## config.mk

```make
export PLATFORM = sky130hd
export DESIGN_NAME = free_list_flat
export DESIGN_NICKNAME = d
export VERILOG_FILES = /design/src/rtl/free_list_if.sv /design/src/rtl/free_list.sv /design/src/flat_wrapper.sv
export SDC_FILE = /design/constraint.sdc
export NUM_CORES = 1
export LEC_CHECK = 0
export CORE_ASPECT_RATIO = 0.8
export CORE_MARGIN = 8
export CORE_UTILIZATION = 35
export DETAILED_ROUTE_END_ITERATION = 7
export PLACE_DENSITY = 0.53
export RECOVER_POWER = 100
export SETUP_SLACK_MARGIN = 0.2
export SYNTH_ARGS = -nofsm -noshare
export SYNTH_HDL_FRONTEND = slang
export SYNTH_SLANG_ARGS = --single-unit
```

## constraint.sdc

```tcl
create_clock -name clk -period 5.7 [get_ports clk]
set_input_delay 0.855 -clock clk [delete_from_list [all_inputs] [get_ports clk]]
set_output_delay 0.855 -clock clk [all_outputs]
set_load 0.005 [all_outputs]
```

## src/rtl/free_list_if.sv

```systemverilog
// free_list_if: dispatch/retire-side bundle for the physical register free list.
// master = rename/dispatch + retirement logic, slave = the free list itself.
interface free_list_if #(
  parameter int WIDTH   = 6,
  parameter int SS      = 2,
  parameter int SS_BITS = 1,
  parameter int CNT_W   = 6
);
  logic                        mispredict;
  logic [SS_BITS:0]            pop_cnt;
  logic [SS-1:0][WIDTH-1:0]    pd_dispatch;
  logic [CNT_W-1:0]            free_cnt;
  logic [SS_BITS:0]            push_cnt;
  logic [SS-1:0][WIDTH-1:0]    push_reg;
  logic                        underflow_err;
  logic                        overflow_err;

  modport master (
    output mispredict, pop_cnt, push_cnt, push_reg,
    input  pd_dispatch, free_cnt, underflow_err, overflow_err
  );

  modport slave (
    input  mispredict, pop_cnt, push_cnt, push_reg,
    output pd_dispatch, free_cnt, underflow_err, overflow_err
  );
endinterface

```

## src/rtl/free_list.sv

```systemverilog
// free_list: circular FIFO of free physical register tags with a retire-tracked
// shadow head for mispredict rollback. Define FREE_LIST_BYPASS_EN to forward same-cycle pushes.
module free_list #(
  parameter int NUM_PHYS_REGS = 64,
  parameter int WIDTH         = 6,
  parameter int SS            = 2,
  parameter int SS_BITS       = 1
) (
  input logic        clk,
  input logic        rst_n,
  free_list_if.slave fl
);
  localparam int CAP = NUM_PHYS_REGS - 32;
  localparam int AW  = $clog2(CAP);
  localparam int PW  = AW + 1;

  logic [WIDTH-1:0] mem [CAP];
  logic [PW-1:0]    head, tail, ret_head;
  logic [PW-1:0]    reg_cnt, avail, pop_ext, push_ext;
  logic [PW-1:0]    pop_amt, push_amt, grow;
  logic             pop_ok, push_ok, underflow_now;
  logic             underflow_q, overflow_q;

  assign pop_ext  = PW'(fl.pop_cnt);
  assign push_ext = PW'(fl.push_cnt);
  assign reg_cnt  = tail - head;

  // A mispredict ignores the pop entirely, so it can never flag underflow.
  always_comb begin
    avail = reg_cnt;
`ifdef FREE_LIST_BYPASS_EN
    if (!fl.mispredict) avail = reg_cnt + push_ext;
`endif
    underflow_now = !fl.mispredict && (pop_ext > avail);
    pop_ok        = !fl.mispredict && !underflow_now;
    pop_amt       = pop_ok ? pop_ext : '0;
    grow          = reg_cnt + push_ext - pop_amt;
    push_ok       = (grow <= PW'(CAP));
    push_amt      = push_ok ? push_ext : '0;
  end

  always_ff @(posedge clk or negedge rst_n) begin
    if (!rst_n) begin
      head        <= '0;
      ret_head    <= '0;
      tail        <= PW'(CAP);
      underflow_q <= 1'b0;
      overflow_q  <= 1'b0;
    end else begin
      if (fl.mispredict) head <= ret_head + push_ext;
      else               head <= head + pop_amt;
      tail        <= tail + push_amt;
      ret_head    <= ret_head + push_ext;
      underflow_q <= underflow_q | underflow_now;
      overflow_q  <= overflow_q | !push_ok;
    end
  end

  // Reset loads the architectural-overflow tags 32..32+CAP-1 in order.
  always_ff @(posedge clk or negedge rst_n) begin
    if (!rst_n) begin
      for (int i = 0; i < CAP; i++) mem[i] <= WIDTH'(32 + i);
    end else begin
      for (int i = 0; i < SS; i++) begin
        if (push_ok && (PW'(i) < push_ext))
          mem[tail[AW-1:0] + AW'(i)] <= fl.push_reg[i];
      end
    end
  end

  always_comb begin
    for (int i = 0; i < SS; i++) begin
      fl.pd_dispatch[i] = mem[head[AW-1:0] + AW'(i)];
`ifdef FREE_LIST_BYPASS_EN
      if (!fl.mispredict && (PW'(i) >= reg_cnt))
        fl.pd_dispatch[i] = fl.push_reg[SS_BITS'(PW'(i) - reg_cnt)];
`endif
    end
  end

  assign fl.free_cnt      = avail;
  assign fl.underflow_err = underflow_q;
  assign fl.overflow_err  = overflow_q;
endmodule

```

## src/flat_wrapper.sv

```systemverilog
// flat-port wrapper written by rule: the top's interface ports become plain ports
module free_list_flat 
#(
  parameter int NUM_PHYS_REGS = 64,
  parameter int WIDTH         = 6,
  parameter int SS            = 2,
  parameter int SS_BITS       = 1
)
  (clk, rst_n, fl_mispredict, fl_pop_cnt, fl_push_cnt, fl_push_reg, fl_pd_dispatch, fl_free_cnt, fl_underflow_err, fl_overflow_err);
  free_list_if #(.WIDTH(WIDTH), .SS(SS), .SS_BITS(SS_BITS), .CNT_W((6))) fl_i ();
  input logic clk;
  input logic rst_n;
  input wire logic [$bits(fl_i.mispredict)-1:0] fl_mispredict;
  input wire logic [$bits(fl_i.pop_cnt)-1:0] fl_pop_cnt;
  input wire logic [$bits(fl_i.push_cnt)-1:0] fl_push_cnt;
  input wire logic [$bits(fl_i.push_reg)-1:0] fl_push_reg;
  output wire logic [$bits(fl_i.pd_dispatch)-1:0] fl_pd_dispatch;
  output wire logic [$bits(fl_i.free_cnt)-1:0] fl_free_cnt;
  output wire logic [$bits(fl_i.underflow_err)-1:0] fl_underflow_err;
  output wire logic [$bits(fl_i.overflow_err)-1:0] fl_overflow_err;
  assign fl_i.mispredict = fl_mispredict;
  assign fl_i.pop_cnt = fl_pop_cnt;
  assign fl_i.push_cnt = fl_push_cnt;
  assign fl_i.push_reg = fl_push_reg;
  assign fl_pd_dispatch = fl_i.pd_dispatch;
  assign fl_free_cnt = fl_i.free_cnt;
  assign fl_underflow_err = fl_i.underflow_err;
  assign fl_overflow_err = fl_i.overflow_err;
  free_list #(.NUM_PHYS_REGS(NUM_PHYS_REGS), .WIDTH(WIDTH), .SS(SS), .SS_BITS(SS_BITS)) u_core (.clk(clk), .rst_n(rst_n), .fl(fl_i));
endmodule
```

==> Yosys cells after proc, flatten, opt, wreduce, memory -nomap -nowiden <==
Cells that the tools add are included.
W data, S select, Z words.
{ "word_totals": {"wordCells": 87, "reg_bits": 212} }
{ "classes": {"n_mux": 17, "order_cmp": 10, "reduce_logical": 9, "bitwise_logic": 6, "n_addsub": 8} }
{ "ops": {"columns": ["operator", "n"], "rows": [
  ["$bwmux W192", 2],
  ["$mux W192", 2],
  ["$bmux W6 S5", 2],
  ["$demux W6 S5", 2],
  ["$mux W6", 7],
  ["$ge A6 B6 Y1 const B", 4],
  ["$not A5 Y6", 4],
  ["$add A6 B2 Y6", 2],
  ["$add A6 B6 Y6", 2],
  ["$lt A6 B1 Y1 const B", 2],
  ["$sub A6 B6 Y6", 2],
  ["$add A5 B1 Y5 const B", 2],
  ["$gt A2 B6 Y1", 1],
  ["$le A6 B6 Y1 const B", 1],
  ["$logic_and A1 B1 Y1", 6],
  ["$lt A1 B2 Y1 const A", 2],
  ["$mux W2", 2],
  ["$logic_not A1 Y1", 3],
  ["$or A1 B1 Y1", 2]
]} }

==> Depth between registers and ports, before layout <==
{ "logic_depth": {"ltp_word": 12, "ltp_mapped": 30, "ltp_nobuf": 27} }

==> Worst setup path after synthesis <==
No wires, ideal clock.
{ "synth_path": {"path_kind": "register to register", "start": "register u_core.head[1]", "end": "register u_core.tail[4]", "arrival_ps": 6015, "synth_period_minus_slack_ps": 6149, "required_time_ps": 5566, "stages_incl_launch_ff": 31, "n_path_buf": 4, "slack_ps": -449, "path_cell_list": "dfrtp_1 clkbuf_1 clkbuf_1 clkbuf_1 inv_1 ha_1 a21o_1 a21o_1 a21o_1 a21o_1 xor2_1 ha_1 nand2_1 a211oi_1 nor3_1 ha_1 inv_1 ha_1 inv_1 fa_1 nand2b_1 a21oi_1 xnor2_1 a311o_1 clkbuf_1 and2_1 ha_1 ha_1 a31oi_1 nor2_1 xor2_1"} }
{ "synth_between": {"elab_chain_cells": 10} }
{ "synth_rtl": {"columns": ["element", "line", "source"], "rows": [
  ["from (decl)", "free_list.sv:18", "logic [PW-1:0] head, tail, ret_head;"],
  ["from (signal assigned)", "free_list.sv:50", "if (fl.mispredict) head <= ret_head + push_ext;"],
  ["from (signal assigned)", "free_list.sv:51", "else head <= head + pop_amt;"],
  ["$sub A6 B6 Y6 *", "free_list.sv:26", "assign reg_cnt = tail - head;"],
  ["$gt A2 B6 Y1", "free_list.sv:34", "underflow_now = !fl.mispredict && (pop_ext > avail);"],
  ["$logic_and A1 B1 Y1", "free_list.sv:34", null],
  ["$logic_not A1 Y1", "free_list.sv:35", "pop_ok = !fl.mispredict && !underflow_now;"],
  ["$logic_and A1 B1 Y1", "free_list.sv:35", null],
  ["$mux W2", "free_list.sv:36", "pop_amt = pop_ok ? pop_ext : '0;"],
  ["$sub A6 B6 Y6 *", "free_list.sv:37", "grow = reg_cnt + push_ext - pop_amt;"],
  ["$le A6 B6 Y1 *", "free_list.sv:38", "push_ok = (grow <= PW'(CAP));"],
  ["$mux W2 *", "free_list.sv:39", "push_amt = push_ok ? push_ext : '0;"],
  ["$add A6 B6 Y6 *", "free_list.sv:52", "tail <= tail + push_amt;"],
  ["to (signal assigned)", "free_list.sv:46", "tail <= PW'(CAP);"],
  ["to (signal assigned)", "free_list.sv:52", null],
  ["to (decl)", "free_list.sv:18", null]
]} }
Every way passes the cells marked *; elsewhere a longest branch is shown, timed or not.

==> Final worst setup path <==
{ "layout_path": {"start": "register u_core.head[0]", "end": "output port fl_pd_dispatch[6]"} }
{ "layout_between": {"elab_chain_cells": 5} }
{ "layout_rtl": {"columns": ["element", "line", "source"], "rows": [
  ["$add A5 B1 Y5", "free_list.sv:73", "fl.pd_dispatch[i] = mem[head[AW-1:0] + AW'(i)];"],
  ["$not A5 Y6 (not written as such)", "free_list.sv:73", null],
  ["$bmux W6 S5", "free_list.sv:73", null],
  ["$mux W6 (not written as such) (2 in a row)", "free_list.sv:73", null],
  ["to (decl)", "flat_wrapper.sv:17", "output wire logic [$bits(fl_i.pd_dispatch)-1:0] fl_pd_dispatch;"]
]} }
Every way passes these cells. The select of a mux whose other input is x is not followed.

==> results by group <==
Run status
  – Outcome: complete, but fails checks
  – Failing checks: max-capacitance violations, max-slew violations

Routing
  – Metal3 WL: roughly 5.7 mm
  – Drt pass-1 iters: 7
  – Post-DR wirelength/cell: about 27 um
  – DRC: 0
  – Top sig layer: met4
  – Post-DR vias/cell: 5.97
  – Met1 Routed Length: about 22 mm
  – Total number of vias: around 11k
  – Final ANT Viol Nets: 0
  – Met2 WL: between 20 and 25 mm
  – Routed WL: a little under 50 mm
  – 1st-iter DRT viols: 1,443

Cells and area
  – Area Growth Syn to Fin: 13.9%
  – # diodes: 0
  – Final net count: 1,302
  – Share of cells above drive strength 1: 0.307
  – Layout fillers: 3,779

STA
  – Min cycle time layout: 5.37 ns
  – Relative slew slack: -1.12
  – Fin. max-slew vios: roughly 110
  – Crit share post-route: 0.943
  – Clock Skew: about 0.011 ns
  – Fmax: 186 MHz
  – # setup viols final: 0
  – Setup TNS Final: 0 ns
  – RSZ-0062 raised after global routing: false
  – Final Hold Vio Count: 0
  – Worst slew pin tran: approximately 3.2 ns

Clock network
  – CTS Hold Bufs: 0
  – CTS clk-pin slew, worst paths: around 0.060 ns
  – CTS Buf Count: 26
  – Clk sinks: between 200 and 250
  – CTS root buffer: clkbuf_16
  – Worst-Skew Late Latency: ~0.55 ns
  – Clk buf depth: 3
  – CTS H-tree depth: 1
  – CTS tree: yes

Worst setup path
  – CP peak stage delay: between 0.6 and 0.7 ns
  – FF-to-FF setup slack: 0.41 ns
  – Buf+Inv Stages, Crit Path: 3
  – Startpoint types: flop
  – Arr. time, crit path: roughly 4.5 ns
  – Worst-path fanout max: 52
  – Crit end category: output port
  – Crit path cell chain: buf_4, ha_4, buf_4, mux4_2, mux4_2, mux2_2, dlygate4sd3_1
  – Slowest cell on the critical path: buf_4
  – Req. time, crit path: 4.85 ns
  – Crit Path Class: reg2out
  – Crit-path leading delay family: buffers and inverters

Die
  – Io pins: 39
  – Core Rows: 65
  – Width of the die: around 240 um
  – Die Y: around 200 um
  – Initial core utilization: 0.354
  – Core Area: between 30,000 and 40,000 um2
  – Die area: approximately 47,000 um2

Synth
  – Cells after Synth: between 1k and 1.5k
  – Sequential area share after synthesis: 0.390
  – Post-synth ARST share: 1.00
  – Synth warn: 0
  – FF+latch count, synth: 212
  – Mean area per synthesized cell: roughly 11 um2
  – Synth Flop Type: dfstp_2
  – Mapped Nets: around 1.3k
  – Unique masters post-synth: between 50 and 60
  – Post-Syn Area: around 14,000 um2
  – EDFF count, synth: 0

Placement
  – Detail Placement HPWL: 32.9 mm
  – GP Congestion: ~0.92
  – Count of port buffers added during placement: 38

Hold path
  – Worst hold-check path type: reg2reg

Global route
  – GRT Total Usage: 0.205
  – Antenna violations before repair: 1
  – Global-route wire length before repair: slightly above 70 mm
  – Vias in the first global route: between 10k and 15k
  – Largest net degree at the start of global routing: 114
  – GRT overflow: 0

Run
  – Max_cap viols: 1
==> worst register-to-register path, stage by stage, from the launching register on <==
cell	delay [ns]
dfrtp_2	0.40
inv_1	0.14
ha_1	0.25
a21o_1	0.15
a21o_1	0.20
a21o_1	0.18
a21o_1	0.18
xor2_1	0.18
ha_1	0.18
nand2_1	0.06
a211oi_2	0.28
nor2_1	0.07
nand2_1	0.15
fa_1	0.49
ha_1	0.29
a21o_1	0.17
a21oi_2	0.21
mux2i_2	0.32
a311oi_4	0.07
buf_12	0.22
nor3b_2	0.42
clkbuf_2	0.28
a22oi_1	0.12
a21oi_1	0.18
==> state kept, by name (all words and copies together) (netlist names) <==
name,flops
u_core.head,6
u_core.tail,6
u_core.fl.underflow_err,1
u_core.fl.overflow_err,1
u_core.mem,192
u_core.ret_head,6
==> logic make-up after synthesis <==
family                   Yosys count  synth area share
buffers and inverters            146            0.0485
AND/OR/NAND/NOR                  314             0.110
flip-flops                       212             0.390
multiplexers                     238             0.279
AO/OA/AOI/OAI                    291             0.130
XOR/XNOR                          25            0.0157
adder cells (fa/ha/maj)           27            0.0269
==> path summary, 6_finish.rpt <==
| kind | from | to | cells past startpoint |
|---|---|---|---|
| max in group asynchronous | rst_n | u_core.head[0] | 2 |
| setup reg to reg | u_core.head[1] | u_core.mem[21] | 23 |
| setup / recovery | u_core.head[0] | fl_pd_dispatch[6] | 7 |
| min in group asynchronous | rst_n | u_core.ret_head[4] | 1 |
| hold / removal | u_core.fl.underflow_err | u_core.fl.underflow_err | 1 |
| hold reg to reg | u_core.fl.underflow_err | u_core.fl.underflow_err | 1 |
==> Yosys cell counts, types with 7 or more instances <==
library cell / n / area, um2
or3_1: 24 / 150
nand2_1: 113 / 424
xnor2_1: 15 / 131
dfrtp_1: 99 / 2480
a22oi_1: 48 / 360
buf_2: 45 / 225
a21oi_1: 95 / 475
a2bb2oi_1: 36 / 315
nand3b_1: 11 / 82.6
ha_1: 22 / 275
mux2_2: 7 / 78.8
nor2_1: 110 / 413
nor3_1: 8 / 40.0
nor3b_2: 7 / 87.6
o21ai_0: 50 / 250
dfstp_2: 113 / 2970
inv_1: 23 / 86.3
buf_1: 12 / 45.0
nand2b_1: 9 / 56.3
mux2i_1: 111 / 1110
o22ai_1: 18 / 113
o21ai_1: 26 / 130
mux4_2: 120 / 2700
xor2_1: 10 / 87.6
a21o_1: 9 / 67.6
nand3_1: 8 / 40.0
clkbuf_1: 51 / 191
==> routing by layer <==
layer	track usage	up-vias
met2	0.275	544
met3	0.0773	56
met1	0.306	5532
met5	0	-
li1	-	4679
met4	0.0429	0
==> layout by cell type, fill, tap and decap left out, types with 3 or more instances in the layout <==
cell             instances
mux4_2                 120
nand2_1                113
dfstp_2                113
nor2_1                 110
mux2i_1                110
dfrtp_1                 97
a21oi_1                 91
o21ai_0                 68
a22oi_1                 48
buf_4                   45
a2bb2oi_1               36
clkbuf_16               27
clkdlybuf4s50_1         24
inv_1                   23
ha_1                    21
o22ai_1                 18
xnor2_1                 13
or3_4                   13
dlygate4sd3_1           13
or3_1                   11
nand3b_1                11
xor2_1                  10
a21o_1                   9
nand2b_1                 9
clkbuf_1                 9
o21ai_1                  8
clkbuf_8                 8
nor3_1                   7
nand3_1                  7
mux2_2                   6
nor3_4                   6
nor3b_2                  5
clkinv_2                 5
clkbuf_2                 5
a21oi_2                  4
nor2b_1                  4
or2_2                    3
fa_1                     3
==> layout make-up <==
type	count	area (um2)	area share
Timing Repair Buffer	95	812	0.0511
Multi-Input combinational cell	895	7990	0.503
Sequential cell	212	5450	0.343
Inverter	26	101	0.00638
Clock buffer	42	812	0.0511
Tap cell	536	671	0.0422
Clock inverter	6	55.1	0.00346
==> stage by stage <==
step,setup WS (ns),hold slack [ns],cell area (um2),instances,util
2_1_floorplan,0.231,0.436,14000,1253,-
3_3_place_gp,0.370,0.461,14900,1760,0.378
3_5_place_dp,0.140,0.443,14900,1760,0.378
4_1_cts,0.291,0.423,15800,1808,0.400
5_1_grt,0.108,0.480,15900,1812,0.404
6_report,0.327,0.447,15900,1812,0.404
==> timing repair <==
| action | in CTS | in global routing |
|---|---|---|
| buffers inserted | 0 | 3 |
| pin swaps | 0 | 4 |
| gates resized for setup | 1 | 32 |
| endpoints found under the setup margin | 2 | 182 |
| gates cloned | 0 | 1 |
Power is not shown: default switching activity piles up to over one toggle a cycle in this logic, so the estimate is an artifact.
